**src/rtl/pec_pkg.sv**
```systemverilog
// Shared constants for the parameterised event counter: parameter defaults,
// legal parameter ranges, direction encoding and a sizing helper.
package pec_pkg;

    localparam int WIDTH_DEF    = 16;
    localparam int WIDTH_MIN    = 2;
    localparam int WIDTH_MAX    = 32;

    localparam int NCH_DEF      = 4;
    localparam int NCH_MIN      = 1;
    localparam int NCH_MAX      = 8;

    localparam int TICK_DIV_DEF = 4;
    localparam int TICK_DIV_MIN = 1;
    localparam int TICK_DIV_MAX = 1024;

    // Encoding of each dir_up bit
    localparam logic DIR_UP   = 1'b1;
    localparam logic DIR_DOWN = 1'b0;

    // Bits needed for a counter that runs 0 .. div-1 (at least one bit)
    function automatic int tick_cnt_width(input int div);
        return (div > 1) ? $clog2(div) : 1;
    endfunction

endpackage

```
**src/rtl/tick_divider.sv**
```systemverilog
// Count-enable generator: tick is high for one cycle out of every TICK_DIV.
// The phase counter restarts on rst so the first tick lands TICK_DIV cycles
// after reset is released.
module tick_divider
    import pec_pkg::*;
#(
    parameter int TICK_DIV = TICK_DIV_DEF
) (
    input  logic clk,
    input  logic rst,
    output logic tick
);

    localparam int            CW   = tick_cnt_width(TICK_DIV);
    localparam logic [CW-1:0] LAST = CW'(TICK_DIV - 1);
    localparam logic [CW-1:0] ONE  = CW'(1);

    logic [CW-1:0] cnt_q;

    // The tick is the last phase of the period; with TICK_DIV=1 the counter
    // sits at zero and every cycle is a tick.
    assign tick = (cnt_q == LAST);

    // Phase counter: 0 .. TICK_DIV-1, restarted by reset
    always_ff @(posedge clk) begin
        if (rst) begin
            cnt_q <= '0;
        end else if (tick) begin
            cnt_q <= '0;
        end else begin
            cnt_q <= cnt_q + ONE;
        end
    end

endmodule

```
**src/rtl/param_event_counter.sv**
```systemverilog
// Multi-channel up/down event counter. Each channel steps on a shared tick
// when its event level is high, wraps or saturates at the unsigned limits,
// pulses tc_pulse when a limit is reached or crossed and keeps a sticky
// limit_flag. A masked load overrides a coincident step.
module param_event_counter
    import pec_pkg::*;
#(
    parameter int WIDTH    = WIDTH_DEF,
    parameter int NCH      = NCH_DEF,
    parameter int TICK_DIV = TICK_DIV_DEF
) (
    input  logic                 clk,
    input  logic                 rst,
    input  logic [NCH-1:0]       evt_in,
    input  logic [NCH-1:0]       dir_up,
    input  logic                 sat_mode,
    input  logic                 load,
    input  logic [NCH-1:0]       load_mask,
    input  logic [WIDTH-1:0]     load_val,
    input  logic                 clr_flags,
    output logic [NCH*WIDTH-1:0] count_out,
    output logic [NCH-1:0]       tc_pulse,
    output logic [NCH-1:0]       limit_flag
);

    if (WIDTH < WIDTH_MIN || WIDTH > WIDTH_MAX ||
        NCH < NCH_MIN || NCH > NCH_MAX ||
        TICK_DIV < TICK_DIV_MIN || TICK_DIV > TICK_DIV_MAX) begin : g_param_check
        $error("param_event_counter: parameter out of range");
    end

    localparam logic [WIDTH-1:0] ALL_ONES = '1;
    localparam logic [WIDTH-1:0] ONE      = WIDTH'(1);

    logic tick;

    tick_divider #(
        .TICK_DIV (TICK_DIV)
    ) u_tick (
        .clk  (clk),
        .rst  (rst),
        .tick (tick)
    );

    for (genvar k = 0; k < NCH; k++) begin : g_ch
        logic [WIDTH-1:0] cnt_q;
        logic [WIDTH-1:0] cnt_next;
        logic             tc_q;
        logic             tc_next;
        logic             flag_q;
        logic             step;

        assign step = tick & evt_in[k];

        // Next count and limit pulse: load wins, then a qualified step that
        // wraps or clamps at the limits depending on sat_mode.
        always_comb begin
            cnt_next = cnt_q;
            tc_next  = 1'b0;
            if (load && load_mask[k]) begin
                cnt_next = load_val;
            end else if (step) begin
                if (dir_up[k] == DIR_UP) begin
                    if (cnt_q == ALL_ONES) begin
                        tc_next = 1'b1;
                        if (!sat_mode) cnt_next = '0;
                    end else begin
                        cnt_next = cnt_q + ONE;
                        tc_next  = sat_mode && (cnt_q == ALL_ONES - ONE);
                    end
                end else begin
                    if (cnt_q == '0) begin
                        tc_next = 1'b1;
                        if (!sat_mode) cnt_next = ALL_ONES;
                    end else begin
                        cnt_next = cnt_q - ONE;
                        tc_next  = sat_mode && (cnt_q == ONE);
                    end
                end
            end
        end

        // Channel state; a new limit event beats a coincident flag clear
        always_ff @(posedge clk) begin
            if (rst) begin
                cnt_q  <= '0;
                tc_q   <= 1'b0;
                flag_q <= 1'b0;
            end else begin
                cnt_q  <= cnt_next;
                tc_q   <= tc_next;
                flag_q <= tc_next | (flag_q & ~clr_flags);
            end
        end

        assign count_out[k*WIDTH +: WIDTH] = cnt_q;
        assign tc_pulse[k]                 = tc_q;
        assign limit_flag[k]               = flag_q;
    end

endmodule

```
**config.mk**
```make
export PLATFORM = sky130hd
export DESIGN_NAME = param_event_counter
export DESIGN_NICKNAME = d
export VERILOG_FILES = /design/src/rtl/pec_pkg.sv /design/src/rtl/tick_divider.sv /design/src/rtl/param_event_counter.sv
export SDC_FILE = /design/constraint.sdc
export NUM_CORES = 1
export LEC_CHECK = 0
export CAP_MARGIN = 10
export CELL_PAD_IN_SITES_DETAIL_PLACEMENT = 0
export CELL_PAD_IN_SITES_GLOBAL_PLACEMENT = 2
export CORE_MARGIN = 8
export CORE_UTILIZATION = 34
export CTS_BUF_LIST = sky130_fd_sc_hd__clkbuf_4 sky130_fd_sc_hd__clkbuf_8
export CTS_CLUSTER_SIZE = 25
export DETAILED_ROUTE_END_ITERATION = 8
export PLACE_DENSITY = 0.95
export RECOVER_POWER = 50
export SYNTH_ARGS = -nofsm -noshare
export SYNTH_HDL_FRONTEND = slang
export SYNTH_SLANG_ARGS = --single-unit
```
**constraint.sdc**
```tcl
create_clock -name clk -period 6.75 [get_ports clk]
set_input_delay 1.0125 -clock clk [delete_from_list [all_inputs] [get_ports clk]]
set_output_delay 1.0125 -clock clk [all_outputs]
set_load 0.01 [all_outputs]
```
==> results by group, run 1 <==
Clock network
  – H-tree lvl count: 3
  – CTS resizes: 0
  – Max clock buf depth: 2
  – Setup bufs post-CTS: 0
  – Clk_lat worst skew: 0.38 ns
  – CTS tree: yes
  – Sink Count: 74
  – Root Buffer: clkbuf_8
  – Clk pin slew, worst setup/hold paths: 0.08 ns
  – Post-CTS Hold Buffers: 0
  – Num CTS Buffers: 9

Floorplan
  – DIE AREA: 25300 µm²
  – Die H: 159 µm
  – Starting Density: 34.6%
  – Core Rows: 52
  – Die Width: 159 µm
  – Area of the core: 20200 µm²
  – I/O Pins: 105

Yosys
  – Post-synth EDFFs: 0
  – Mean Syn Cell Area: 7.07 µm²
  – Sequential cell area fraction in the yosys report: 21.2%
  – FF+latch count, synth: 74
  – Synthesized instance count: 986
  – Syn. warnings: 0
  – Most frequent cell after synthesis: nand2_1
  – Synthesized cell area: 6970 µm²
  – Synth top area cells: dfxtp_1 (21%), nand2_1 (5.2%), nor2_1 (4.9%)
  – Top cell type's share of synthesized area: 21.2%
  – Compound-gate portion of the synthesized area: 28.4%
  – Asr flop ratio synth: 0%
  – Synth top cells by count: nand2_1 (96), nor2_1 (91), dfxtp_1 (74)
  – Area leader, netlist: dfxtp_1
  – Simple-gate portion of the synthesized area: 34.1%
  – Net Count, Synth: 1040
  – Adder-cell area share of the yosys netlist: 3.77%
  – Distinct cell type count after synthesis: 82
  – Post-Synth XOR/XNOR Area: 3.27%
  – Largest family of logic cells by synthesized area: simple AND/OR/NAND/NOR gates
  – Synth Flop Type: dfxtp_1
  – Mux cell area share after synthesis: 1.74%

Critical path
  – Setup crit end kind: register
  – Worst path max stage delay: 1.20 ns
  – Critical path type: input pin to register
  – R2R cell count: 7
  – CP max FO: 34
  – Startpoint Class: input pin
  – CP Cell Sequence: clkbuf_1 > clkbuf_1 > nor2b_1 > a221o_1
  – Slowest CP cell: clkbuf_1
  – CP Data Arrival Time: 4.37 ns
  – CP startpoint: rst
  – FF-to-FF Start: g_ch[2].cnt_q[0]
  – Most Frequent Cell on Critical Path: clkbuf_1
  – Worst Path Required: 7.02 ns

Hold path
  – Hold Crit Class: register to register
  – Worst hold stages: 1
  – HP Start: u_tick.cnt_q[0]

Global route
  – Tot GR Track Use: 20.7%
  – Initial antenna violation count: 0
  – Largest net degree at the start of global routing: 41
  – GRT busiest layer: met2
  – GR Util met2: 32.0%
  – Met3 usage: 3.77%
  – Vias in the first global route: 7415
  – GRT overflow: 0
  – First-pass GRT wire length: 43.1 mm
  – Met1 GRT Util: 27.8%

Timing
  – Final Slew Violations: 68
  – Max frequency: 0.244 GHz
  – Post-Route Setup TNS: 0 ns
  – Final Skew: 0.0118 ns
  – Max-slew headroom: -12.0%
  – RSZ-0062 raised after global routing: no
  – Worst slew pin tran: 1.68 ns
  – Minimum clock period: 4.10 ns
  – Final Setup Violations: 0
  – Final hold vios: 0
  – Post-route clock period utilization: 60.7%

Run
  – Maxcap violations: 2

Cells and area
  – Final instance area: 8170 µm²
  – Final Core Density: 40.5%
  – Share of post-route cells with drive strength above 1: 4.75%
  – N_diodes: 0
  – Number of fill cells: 2143
  – Layout area overhead: 17.2%
  – Layout net count: 1060

Outcome
  – Failing checks: max-capacitance violations, max-slew violations
  – Status: finished with violations

Detailed routing
  – Wire length per cell: 21.3 µm
  – Pre-Repair DR Iteration Count: 5
  – Final ANT Viol Nets: 0
  – # DRC: 0
  – Routed wire length: 27.3 mm
  – Vias per std cell: 6.31
  – Drt first-iter violations: 918
  – Routed vias: 8081

Power and ir drop
  – Power Density: 176 nW/µm²
  – Leak: 2.93 nW
  – VDD IR-drop max: 0.0000906 V

Placement
  – PortBufs: 104
  – GP Congestion: 0.886
  – DP Area: 7940 µm²
  – Post-DP HPWL: 19.8 mm
path summary, 6_finish.rpt:
kind,slack (ns),endpoint
setup / recovery,2.65,g_ch[2].cnt_q[3]
hold / removal,0.43,u_tick.cnt_q[0]
setup reg to reg,3.49,g_ch[2].cnt_q[4]
hold reg to reg,0.43,u_tick.cnt_q[0]
final cells by class:
type | instances | area [µm²] | area share [%]
sequential | 74 | 1480 | 18.1
clock buffer | 12 | 165 | 2.02
tap | 270 | 338 | 4.13
inverter | 20 | 75.1 | 0.919
clock inverter | 4 | 72.6 | 0.888
timing repair buffer | 110 | 1080 | 13.2
multi-input combinational | 791 | 4960 | 60.7
per-stage QoR:
step	std cells	hold WS [ns]	total power [W]	worst slack [ns]
finish	1281	0.433	0.00144	2.65
floorplan	986	0.404	0.000846	4.07
CTS	1281	0.436	0.00145	3.38
detailed placement	1265	0.423	0.00102	2.98
global route	1281	0.460	0.00151	2.48
global placement	1265	0.414	0.00102	3.04
layout by cell type, fill, tap and decap left out, types with 7 or more instances in the layout:
cell type	synthesis	layout
a211oi_1	22	22
a21oi_1	60	61
a221o_1	16	16
a221oi_1	11	11
a22oi_1	9	9
a311oi_1	13	13
a31oi_1	24	24
and2_1	8	8
and3_1	24	24
and4_1	10	10
clkbuf_8	0	12
clkdlybuf4s50_1	0	39
dfxtp_1	74	74
dlygate4sd3_1	0	64
ha_1	21	21
inv_1	19	19
mux2i_1	11	11
nand2_1	96	96
nand2b_1	7	7
nand3_1	49	49
nand4_1	21	21
nor2_1	91	91
nor3_1	44	44
nor4_1	29	29
o21a_1	15	15
o21ai_0	30	30
o22ai_1	7	7
o31ai_1	10	10
or2_2	8	8
or3_1	15	15
or4_1	12	12
xnor2_1	14	14
xor2_1	12	12
state kept, by name, indices dropped and copies added (netlist names):
signal,cells
u_tick.cnt_q,2
g_ch.cnt_q,64
g_ch.flag_q,4
g_ch.tc_q,4
worst max-delay path: cells and delay by family:
| family | cells | cell delay [ns] |
|---|---|---|
| AND/OR/NAND/NOR | 1 | 0.48 |
| AO/OA/AOI/OAI | 1 | 0.47 |
| buffers and inverters | 2 | 2.38 |
report_power, final:
group | internal, W | switching [W]
Sequential | 0.000464 | 0.0000814
Combinational | 0.000198 | 0.000268
Clock | 0.000238 | 0.000187
metal layers:
layer / up-vias / share of wire [%]
met5: - / 0
met4: 0 / 3.5
met3: 63 / 7.4
met2: 383 / 45
met1: 3851 / 44
li1: 3784 / -
kinds of logic after synthesis:
kind of cell / after synthesis
flip-flops: 74
buffers and inverters: 121
adder cells (fa/ha/maj): 21
AO/OA/AOI/OAI: 280
XOR/XNOR: 26
AND/OR/NAND/NOR: 452
multiplexers: 12
No activity file was read; power rests on OpenSTA's default activity.
==> run 2: changes to the inputs <==
Settings changed: CORE_UTILIZATION 34 to 29, PLACE_DENSITY 0.95 to 0.88.
Clock period 6.75 ns to 3.56 ns, I/O delays scaled along.
==> run 2 against run 1 <==
Compared with the run above: clock power is 83% higher; sequential power up 83%; hold slack got worse by 0.0053 ns; die area increased by 15%; the flow still finishes with violations (max-capacitance violations, max-slew violations).
==> results by group, run 2 (synthesized netlist as in run 1, its figures left out) <==
Detailed routing
  – Drt first-iter violations: 814
  – Wire length per cell: 21.5 µm
  – Routed vias: 8172
  – Pre-Repair DR Iteration Count: 5
  – Final ANT Viol Nets: 0
  – Vias per std cell: 5.97
  – # DRC: 0
  – Routed wire length: 29.5 mm

Critical path
  – Worst Path Required: 3.82 ns
  – CP Data Arrival Time: 3.21 ns
  – Critical path type: register to register
  – Startpoint Class: register
  – Setup crit end kind: register
  – CP max FO: 11

Power and ir drop
  – Sw Share: 38.3%
  – P_int: 0.00170 W
  – Combinational Power Share: 35.6%
  – VDD IR-drop max: 0.000166 V
  – Leak: 3.13 nW
  – Clock power frac: 28.2%
  – Power Density: 324 nW/µm²
  – Sequential Power Share: 36.3%
  – Psw: 0.00106 W

Timing
  – Final Skew: 0.0199 ns
  – Final Setup Violations: 0
  – Post-Route Setup TNS: 0 ns
  – RSZ-0062 raised after global routing: no
  – Post-route clock period utilization: 82.9%
  – Minimum clock period: 2.95 ns
  – Final WS setup: 0.610 ns
  – Final Slew Violations: 38
  – Final hold vios: 0
  – Max-slew headroom: -34.1%
  – Worst slew pin tran: 2.01 ns
  – Max frequency: 0.339 GHz

Global route
  – First-pass GRT wire length: 45.5 mm
  – Tot GR Track Use: 19.8%
  – Largest net degree at the start of global routing: 38
  – Vias in the first global route: 7586
  – Initial antenna violation count: 0
  – GRT overflow: 0

Clock network
  – Setup bufs post-CTS: 0
  – Sink Count: 74
  – Post-CTS Hold Buffers: 0
  – CTS resizes: 0
  – Max clock buf depth: 2
  – H-tree lvl count: 3
  – Clk pin slew, worst setup/hold paths: 0.09 ns
  – CTS tree: yes
  – Root Buffer: clkbuf_8
  – Num CTS Buffers: 9
  – Clk_lat worst skew: 0.38 ns

Placement
  – DP Worst Slack: 0.582 ns
  – Post-DP HPWL: 21.7 mm
  – PortBufs: 104
  – DP Cell Count: 1352
  – GP Congestion: 0.921

Cells and area
  – Biggest regs: g_ch.cnt_q: 64 flops, g_ch.flag_q: 4 flops, g_ch.tc_q: 4 flops
  – Multi-input gate area: 4970 µm²
  – Largest register FFs: 64
  – Share of post-route cells with drive strength above 1: 8.20%
  – Reg with most FFs: g_ch.cnt_q
  – Layout area overhead: 21.9%
  – Number of fill cells: 2515
  – Final Core Density: 36.1%
  – Commonest non-fill, non-tap cells in the layout: nand2_1 (96), nor2_1 (91), dfxtp_1 (74), dlygate4sd3_1 (67), a21oi_1 (60)
  – Commonest non-fill, non-tap cell in the layout: nand2_1
  – Register Area: 1480 µm²
  – N_diodes: 0
  – Non-Filler Instances: 1368
  – Layout net count: 1098

Floorplan
  – Area of the core: 23500 µm²
  – DIE AREA: 29300 µm²
  – Die Width: 171 µm
  – Core Rows: 56
  – Starting Density: 29.6%
  – Die H: 171 µm
  – I/O Pins: 105

Outcome
  – Status: finished with violations
  – Failing checks: max-capacitance violations, max-slew violations

Hold path
  – Hold Crit Class: register to register

Run
  – Maxcap violations: 1
-- run 2: cell count changes in the layout (fill, tap and decap cells not counted), sizes merged --
cell,before,now
clkdlybuf4s50,39,36
clkinvlp,1,0
dlygate4sd3,64,67
clkinv,2,5
clkbuf,14,13
buf,5,42
-- run 2: metal layers --
layer | GRT usage (%) | vias up | part of all wire (%)
met4 | 7.22 | 0 | 2.7
met3 | 3.71 | 51 | 7.0
met1 | 25.8 | 3918 | 44
met5 | 0 | - | 0
li1 | - | 3848 | -
met2 | 31.8 | 355 | 46
-- run 2: metrics by stage --
stage / area (µm²) / total power [W] / hold WS, ns
finish: 8500 / 0.00276 / 0.428
global route: 8500 / 0.00290 / 0.446
CTS: 8510 / 0.00277 / 0.428
detailed placement: 8290 / 0.00200 / 0.417
global placement: 8290 / 0.00201 / 0.413
floorplan: 6970 / 0.00160 / 0.404
-- run 2: power by group through the flow --
stage / Combinational (W) / Sequential (W) / Clock [W]
3_3_place_gp: 0.000992 / 0.00102 / 0
6_report: 0.000980 / 0.00100 / 0.000776
3_5_place_dp: 0.000982 / 0.00102 / 0
2_1_floorplan: 0.000642 / 0.000963 / 0
4_1_cts: 0.000988 / 0.000998 / 0.000782
5_1_grt: 0.00107 / 0.00101 / 0.000813
-- run 2: path summary, 6_finish.rpt --
| path | startpoint | to | slack (ns) | cells past startpoint |
|---|---|---|---|---|
| setup / recovery | g_ch[1].cnt_q[1] | g_ch[1].cnt_q[13] | 0.61 | 8 |
| hold / removal | u_tick.cnt_q[0] | u_tick.cnt_q[0] | 0.43 | 1 |
| setup reg to reg | g_ch[1].cnt_q[1] | g_ch[1].cnt_q[13] | 0.61 | 8 |
| hold reg to reg | u_tick.cnt_q[0] | u_tick.cnt_q[0] | 0.43 | 1 |
-- run 2: worst max-delay path, stage by stage, from the launching register on --
cell       delay (ns)
dfxtp_1          0.58
ha_1             0.34
and4_1           0.43
nand4_1          0.26
o31ai_1          0.51
buf_4            0.23
nor2_1           0.05
a2111oi_0        0.32
o2bb2ai_1        0.12
-- run 2: final cells by class --
| type | count | share of cell area [%] |
|---|---|---|
| Clock buffer | 10 | 1.62 |
| Clock inverter | 6 | 0.942 |
| Inverter | 20 | 0.883 |
| Multi-Input combinational cell | 791 | 58.5 |
| Sequential cell | 74 | 17.4 |
| Tap cell | 319 | 4.70 |
| Timing Repair Buffer | 148 | 16.0 |
